<file path="src/rtl/shifter_pkg.sv">
// Shared definitions for the sequential shift/rotate unit: op encoding, FSM states
// and the single-bit step function reused by any shifter variant.
package shifter_pkg;

  localparam int MAX_W = 64;
  localparam int IDX_W = 6;

  localparam logic [2:0] OP_SRL = 3'd0;
  localparam logic [2:0] OP_SLL = 3'd1;
  localparam logic [2:0] OP_SRA = 3'd2;
  localparam logic [2:0] OP_ROR = 3'd3;
  localparam logic [2:0] OP_ROL = 3'd4;

  typedef enum logic [1:0] {
    ST_IDLE  = 2'd0,
    ST_SHIFT = 2'd1,
    ST_DONE  = 2'd2
  } state_e;

  function automatic logic is_reserved(input logic [2:0] op);
    return (op > OP_ROL);
  endfunction

  // Operates on a zero-extended MAX_W vector; msb marks the real operand's top bit.
  // Bits above msb in the result are don't-care and dropped by the caller.
  function automatic logic [MAX_W:0] step(input logic [2:0] op,
                                          input logic [MAX_W-1:0] y,
                                          input logic [IDX_W-1:0] msb);
    logic [MAX_W-1:0] y_next;
    logic             c;
    y_next = y;
    c      = 1'b0;
    case (op)
      OP_SRL: begin y_next = y >> 1'b1; c = y[0]; end
      OP_SLL: begin y_next = y << 1'b1; c = y[msb]; end
      OP_SRA: begin y_next = y >> 1'b1; y_next[msb] = y[msb]; c = y[0]; end
      OP_ROR: begin y_next = y >> 1'b1; y_next[msb] = y[0]; c = y[0]; end
      OP_ROL: begin y_next = y << 1'b1; y_next[0] = y[msb]; c = y[msb]; end
      default: begin y_next = y; c = 1'b0; end
    endcase
    return {c, y_next};
  endfunction

endpackage

</file>
<file path="src/rtl/seq_shifter.sv">
// Multi-cycle shift/rotate unit: one bit position per clock, valid/ready on both sides.
// WIDTH is limited to shifter_pkg::MAX_W by the shared step function.
module seq_shifter
  import shifter_pkg::*;
#(
  parameter int WIDTH = 8,
  parameter int AMT_W = $clog2(WIDTH) + 1
) (
  input  logic             clk,
  input  logic             rst_n,
  input  logic             in_valid,
  output logic             in_ready,
  input  logic [2:0]       op,
  input  logic [AMT_W-1:0] amt,
  input  logic [WIDTH-1:0] a,
  output logic             out_valid,
  input  logic             out_ready,
  output logic [WIDTH-1:0] y,
  output logic             carry,
  output logic             zero
);

  state_e           state_r;
  logic [2:0]       op_r;
  logic [AMT_W-1:0] cnt_r;
  logic [WIDTH-1:0] y_r;
  logic             carry_r;
  logic             zero_r;
  logic             in_ready_r;
  logic             out_valid_r;

  logic [MAX_W-1:0] y_ext_s;
  logic [MAX_W:0]   step_s;
  logic [WIDTH-1:0] y_next_s;
  logic             carry_next_s;

  // Widen the working register and evaluate one step of the latched op.
  always_comb begin
    y_ext_s              = '0;
    y_ext_s[WIDTH-1:0]   = y_r;
    step_s               = step(op_r, y_ext_s, IDX_W'(WIDTH - 1));
    y_next_s             = step_s[WIDTH-1:0];
    carry_next_s         = step_s[MAX_W];
  end

  if (WIDTH < MAX_W) begin : g_pad
    logic unused_hi_s;
    assign unused_hi_s = ^step_s[MAX_W-1:WIDTH];
  end

  // Control FSM with registered handshake and result outputs.
  always_ff @(posedge clk or negedge rst_n) begin
    if (!rst_n) begin
      state_r     <= ST_IDLE;
      op_r        <= 3'd0;
      cnt_r       <= '0;
      y_r         <= '0;
      carry_r     <= 1'b0;
      zero_r      <= 1'b1;
      in_ready_r  <= 1'b1;
      out_valid_r <= 1'b0;
    end else begin
      case (state_r)
        ST_IDLE: begin
          if (in_valid) begin
            y_r        <= a;
            op_r       <= op;
            cnt_r      <= amt;
            carry_r    <= 1'b0;
            zero_r     <= (a == '0);
            in_ready_r <= 1'b0;
            if ((amt != '0) && !is_reserved(op)) begin
              state_r <= ST_SHIFT;
            end else begin
              state_r     <= ST_DONE;
              out_valid_r <= 1'b1;
            end
          end else begin
            in_ready_r <= 1'b1;
          end
        end
        ST_SHIFT: begin
          y_r     <= y_next_s;
          carry_r <= carry_next_s;
          zero_r  <= (y_next_s == '0);
          cnt_r   <= cnt_r - AMT_W'(1);
          if (cnt_r == AMT_W'(1)) begin
            state_r     <= ST_DONE;
            out_valid_r <= 1'b1;
          end else begin
            state_r <= ST_SHIFT;
          end
        end
        ST_DONE: begin
          if (out_ready) begin
            state_r     <= ST_IDLE;
            out_valid_r <= 1'b0;
            in_ready_r  <= 1'b1;
          end else begin
            state_r <= ST_DONE;
          end
        end
        default: begin
          state_r     <= ST_IDLE;
          out_valid_r <= 1'b0;
          in_ready_r  <= 1'b1;
        end
      endcase
    end
  end

  assign in_ready  = in_ready_r;
  assign out_valid = out_valid_r;
  assign y         = y_r;
  assign carry     = carry_r;
  assign zero      = zero_r;

endmodule

</file>
<file path="config.mk">
export PLATFORM = sky130hd
export DESIGN_NAME = seq_shifter
export DESIGN_NICKNAME = d
export VERILOG_FILES = /design/src/rtl/shifter_pkg.sv /design/src/rtl/seq_shifter.sv
export SDC_FILE = /design/constraint.sdc
export NUM_CORES = 1
export LEC_CHECK = 0
export CAP_MARGIN = 20
export CELL_PAD_IN_SITES_DETAIL_PLACEMENT = 1
export CELL_PAD_IN_SITES_GLOBAL_PLACEMENT = 1
export CORE_MARGIN = 2
export CORE_UTILIZATION = 30
export DETAILED_ROUTE_END_ITERATION = 10
export GPL_TIMING_DRIVEN = 0
export PLACE_DENSITY_LB_ADDON = 0.1
export SLEW_MARGIN = 20
export SYNTH_ARGS = -nofsm -noshare
export SYNTH_HDL_FRONTEND = slang
export SYNTH_SLANG_ARGS = --single-unit
</file>
<file path="constraint.sdc">
create_clock -name clk -period 2.1 [get_ports clk]
set_input_delay 0.21 -clock clk [delete_from_list [all_inputs] [get_ports clk]]
set_output_delay 0.21 -clock clk [all_outputs]
set_load 0.02 [all_outputs]
</file>
# Yosys cells after proc, flatten, opt, wreduce, memory -nomap -nowiden
# Index checks and enable logic that the tools add are counted.
# W data, S select, Z words.
[word_totals]
register_bits = 21
in_bits = 19
out_inout_bits = 12
wordCells = 59
[op_classes]
n_addsub = 1
magnitude_cmp = 1
n_eq_ne = 11
n_mux = 23
bitwise_logic = 1
reduce_logical = 14
[ops]
columns = ["cell", "count"]
rows = [
  ["$pmux W8 S5", 1],
  ["$logic_not A8 Y1", 2],
  ["$pmux W8 S2", 1],
  ["$mux W1", 8],
  ["$mux W2", 4],
  ["$mux W8", 1],
  ["$ne A2 B2 Y1 const B", 4],
  ["$pmux W4 S2", 1],
  ["$eq A3 B2 Y1 const B", 2],
  ["$pmux W1 S2", 3],
  ["$pmux W1 S3", 2],
  ["$pmux W2 S3", 1],
  ["$reduce_and A2 Y1", 3],
  ["$eq A4 B1 Y1 const B", 1],
  ["$mux W4", 1],
  ["$reduce_and A4 Y1", 1],
  ["$reduce_bool A4 Y1", 1],
  ["$sub A4 B1 Y4 const B", 1],
  ["$eq A3 B1 Y1 const B", 1],
  ["$eq A3 B3 Y1 const B", 1],
  ["$gt A3 B3 Y1 const B", 1],
  ["$logic_not A3 Y1", 1],
  ["$reduce_or A3 Y1", 1],
  ["$eq A2 B1 Y1 const B", 1],
  ["other kinds (7)", 7],
]

# Logic depth before layout (Yosys ltp)
[logic_depth]
depth_word = 6
ltp_mapped = 8
depth_no_buf = 5

# Worst setup path after synthesis
# No wires, ideal clock.
[synth_timing]
kind = "reg2reg"
start = "register op_r[2]"
end = "register zero_r (netlist: zero)"
setup_ns = 0.078
arrival_time_ns = 1.386
required_ns = 2.022
setup_slack_ns = 0.636
stages_incl_launch_ff = 7
n_path_buf = 1
period_less_slack_ns = 1.464
path_cell_list = "dfrtp_1 -> buf_6 -> nor2b_1 -> a221oi_1 -> o21ai_1 -> and4_1 -> a31o_1"
[synth_between]
elab_chain_len = 4
word_cells_on_any_way = 8
cone_classes = "eq/ne (4); mux (2); reduce/logical (2)"
[synth_lines]
columns = ["element", "line_no", "source"]
rows = [
  ["start, declared", "seq_shifter.sv:24", "logic [2:0] op_r;"],
  ["start signal, assigned", "seq_shifter.sv:67", "op_r <= op;"],
  ["$eq A3 B3 Y1 (tied with other cells)", "shifter_pkg.sv:33", "case (op)"],
  ["$pmux W8 S5 (*)", "shifter_pkg.sv:33", ""],
  ["$logic_not A8 Y1 (*)", "seq_shifter.sv:85", "zero_r <= (y_next_s == '0);"],
  ["$pmux W1 S2 (*)", "seq_shifter.sv:63", "case (state_r)"],
  ["end signal, assigned", "seq_shifter.sv:70", "zero_r <= (a == '0);"],
  ["end signal, assigned", "seq_shifter.sv:85", ""],
  ["end, declared", "seq_shifter.sv:28", "logic zero_r;"],
]
# Every way passes the cells marked *; elsewhere a longest branch is shown, timed or not.
# A chain may end at the register's enable or synchronous reset.

# Worst setup path in the final report
[layout_timing]
start = "register state_r[1]"
end = "register y_r[2] (netlist: y[2])"
[layout_between]
elab_chain_len = 3
word_cells_on_any_way = 6
cone_classes = "eq/ne (2); mux (1); reduce/logical (3)"
[layout_lines]
columns = ["element", "line_no", "source"]
rows = [
  ["start, declared", "seq_shifter.sv:23", "state_e state_r;"],
  ["start signal, assigned", "seq_shifter.sv:54", "state_r <= ST_IDLE;"],
  ["start signal, assigned", "seq_shifter.sv:73", "state_r <= ST_SHIFT;"],
  ["start signal, assigned", "seq_shifter.sv:75", "state_r <= ST_DONE;"],
  ["$eq A2 B1 Y1 / $logic_not A2 Y1 (equally long branches)", "seq_shifter.sv:63", ""],
  ["$reduce_bool A2 Y1 (no line) / $ne A2 B2 Y1 (equally long branches)", "-", ""],
  ["$reduce_and A2 Y1 (no line)", "-", ""],
  ["end signal, assigned", "seq_shifter.sv:83", "y_r <= y_next_s;"],
  ["end, declared", "seq_shifter.sv:26", "logic [WIDTH-1:0] y_r;"],
]
# Parallel ways exist; a longest one is shown, timed or not.

==> flow_metrics.tcl <==
set metrics [dict create \
    ys_ff_latch 21 \
    numCtsBuffers 3 \
    status "completed" \
    relSlewSlack_pct 66.1 \
    holdCritPathClass "primary input to async pin" \
    cts_sinks 21 \
    rr_worst_depth 5 \
    arrival_ns 1.98 \
    final_hold_viol_count 0 \
    cts_max_path_buffers 2 \
    syn_nets 197 \
    slew_viol_final 0 \
    power.density_nw_per_um2 1640 \
    cp-start-kind "flop" \
    rows 25 \
    dr.pass1.iters 4 \
    grt_max_degree 22 \
    nets 233 \
    die_x_um 73.3 \
    clk_latency_ns 0.27 \
    fmax_mhz 561 \
    synth.avg_cell_area_um2 8.20 \
    finalSetupTns_ns 0 \
    drive_above_1_share_pct 9.95 \
    synth_edf_count 0 \
    timing.rr.start "state_r[1]$_DFFE_PN0N_" \
    grt_pass1_wl_um 7470 \
    die_y_um 73.3 \
    yosys_warnings 0 \
    area_growth_pct 29.0 \
    drv_cap 0 \
    fillers 568 \
    wl_per_cell_um 16.3 \
    ys_seq_area_share_pct 36.6 \
    max-vdd-ir-drop_mv 0.519 \
    worstSetupPathType "flop to flop" \
    ios 31 \
    grt_pass1_vias 1531 \
    grt_usage_pct 17.9 \
    start_util_pct 30.7 \
    finalSetupViolations 0 \
    vias 1440 \
    ctsResizeCount 0 \
    crit_fanout 10 \
    grt_remaining_overflow 0 \
    required_ns 2.30 \
    core_area_um2 4690 \
    path_clk_slew_ns 0.08 \
    r2r_end "y[2]$_DFFE_PN0P_" \
    cts_tree "yes" \
    dp.cells 260 \
    drc 0 \
    layout_commonest_cell "nand2_1" \
    first_iter_violations 90 \
    rsz0062_at_grt "false" \
    min_period_ns 1.78 \
    fin_worst_skew_ns 0.00531 \
    cts_root_buf "clkbuf_8" \
    gp_congestion 0.724 \
    rrSetupSlack_ns 0.32 \
    syn_area_um2 1440 \
    syn-instance-count 176 \
    ys.flop_type "dfrtp_1" \
    mostFrequentLayoutCells "nand2_1 (34), clkdlybuf4s50_1 (29), dfrtp_1 (19)" \
    cts_max_level 1 \
    synth.distinct_cells 44 \
    worstMarginPinSlew_ns 0.502 \
    end_kind "flop" \
    detail-route-antenna-nets 0 \
    finalCritPeriodShare_pct 84.9 \
    vias_per_cell 5.43 \
    dpl.hpwl_um 3310 \
    layout.cells.non_filler 265 \
    total_leakage_power_nw 0.777 \
    portBuffers 30 \
    die_area_um2 5380 \
    antenna_found_initial 0 \
    diodes 0 \
    synth-async-reset-ratio_pct 100 \
    wl_um 4310 \
]
==> worst max-delay path by stage <==
| stage | from | end | depth (start not counted) |
|---|---|---|---|
| finish | state_r[1]$_DFFE_PN0N_ | y[2]$_DFFE_PN0P_ | 5 |
| CTS | state_r[1]$_DFFE_PN0N_ | y[2]$_DFFE_PN0P_ | 5 |
| floorplan | op_r[2]$_DFFE_PN0P_ | zero$_DFFE_PN1P_ | 6 |
| global placement | in_valid | cnt_r[0]$_DFFE_PN0P_ | 7 |
| global route | state_r[1]$_DFFE_PN0N_ | y[2]$_DFFE_PN0P_ | 5 |
| detailed placement | in_valid | cnt_r[0]$_DFFE_PN0P_ | 7 |
==> repair_timing <==
action                                 4_1_cts  5_1_grt
hold buffers                                 0        1
setup buffers                                0        0
endpoints found under the hold margin        0       19
==> power by group <==
part / leakage, nW / switching (mW) / internal (mW)
logic: 0.511 / 1.05 / 0.856
clock network: 0.0228 / 0.145 / 0.136
registers: 0.243 / 0.249 / 0.612
total: 0.777 / 1.45 / 1.60
==> state kept, by name (all words and copies together), names as in the netlist <==
| name | count |
|---|---|
| op_r | 3 |
| y | 8 |
| zero | 1 |
| carry | 1 |
| in_ready | 1 |
| state_r | 2 |
| out_valid | 1 |
| cnt_r | 4 |
==> cell families (layout without fill, tap and decap cells) <==
logic type	Yosys count	after routing	share of synthesized area, %
AO/OA/AOI/OAI	49	49	22.5
AND/OR/NAND/NOR	79	79	27.3
adder cells (fa/ha/maj)	2	2	1.73
flip-flops	21	21	36.6
XOR/XNOR	2	2	1.21
buffers and inverters	19	54	7.89
multiplexers	4	4	2.78
==> layer usage <==
metal	vias up	share of wire [%]	global-route usage, %
met5	-	0	0
met4	0	1.3	5.86
met3	5	1.9	1.92
met2	19	51	31.7
met1	720	46	22.6
li1	696	-	-
==> area by class of cell <==
type / instances / area [um^2] / area share (%)
well taps: 54 / 67.6 / 3.63
repair buffers: 31 / 305 / 16.4
multi-input cells: 136 / 801 / 43.0
flip-flops and latches: 21 / 528 / 28.4
plain buffers: 13 / 91.3 / 4.91
clock buffers: 4 / 45.0 / 2.42
inverters: 6 / 22.5 / 1.21
==> synthesized netlist by cell type, drive strengths merged, types with 2 or more instances <==
| cell type | instances | area, um^2 |
|---|---|---|
| o21ai | 14 | 70.1 |
| nand3 | 3 | 15.0 |
| clkbuf | 2 | 7.51 |
| inv | 6 | 22.5 |
| dfstp | 2 | 52.6 |
| dfrtp | 19 | 475 |
| nand2 | 34 | 128 |
| nor2 | 6 | 25.0 |
| nand2b | 4 | 32.5 |
| ha | 2 | 25.0 |
| nor4 | 2 | 12.5 |
| nor3 | 11 | 55.1 |
| buf | 11 | 83.8 |
| and3 | 7 | 43.8 |
| a221oi | 4 | 41.3 |
| nor2b | 7 | 43.8 |
| mux2i | 4 | 40.0 |
| a21oi | 14 | 70.1 |
| a31oi | 5 | 31.3 |
| xor2 | 2 | 17.5 |
==> worst max-delay path, stage by stage (launching register included) <==
cell and delay, ns:
dfrtp_1 0.37, clkbuf_1 0.20, nor2b_1 0.43, clkbuf_1 0.43, o2111ai_1 0.17, o21ai_0 0.10
==> through the flow <==
step / total power [mW] / hold WS [ns] / util [%] / setup slack, ns / instance area (um^2)
after CTS: 3.08 / 0.496 / 39.5 / 0.299 / 1860
final: 3.05 / 0.442 / 39.7 / 0.317 / 1860
after global placement: 2.74 / 0.486 / 38.6 / 0.168 / 1810
after detailed placement: 2.80 / 0.507 / 38.6 / 0.141 / 1810
after floorplan: 2.13 / -0.0856 / - / 0.636 / 1440
after global routing: 3.36 / 0.490 / 39.7 / 0.0417 / 1860
Note: power is estimated with default switching activity, not from simulation.
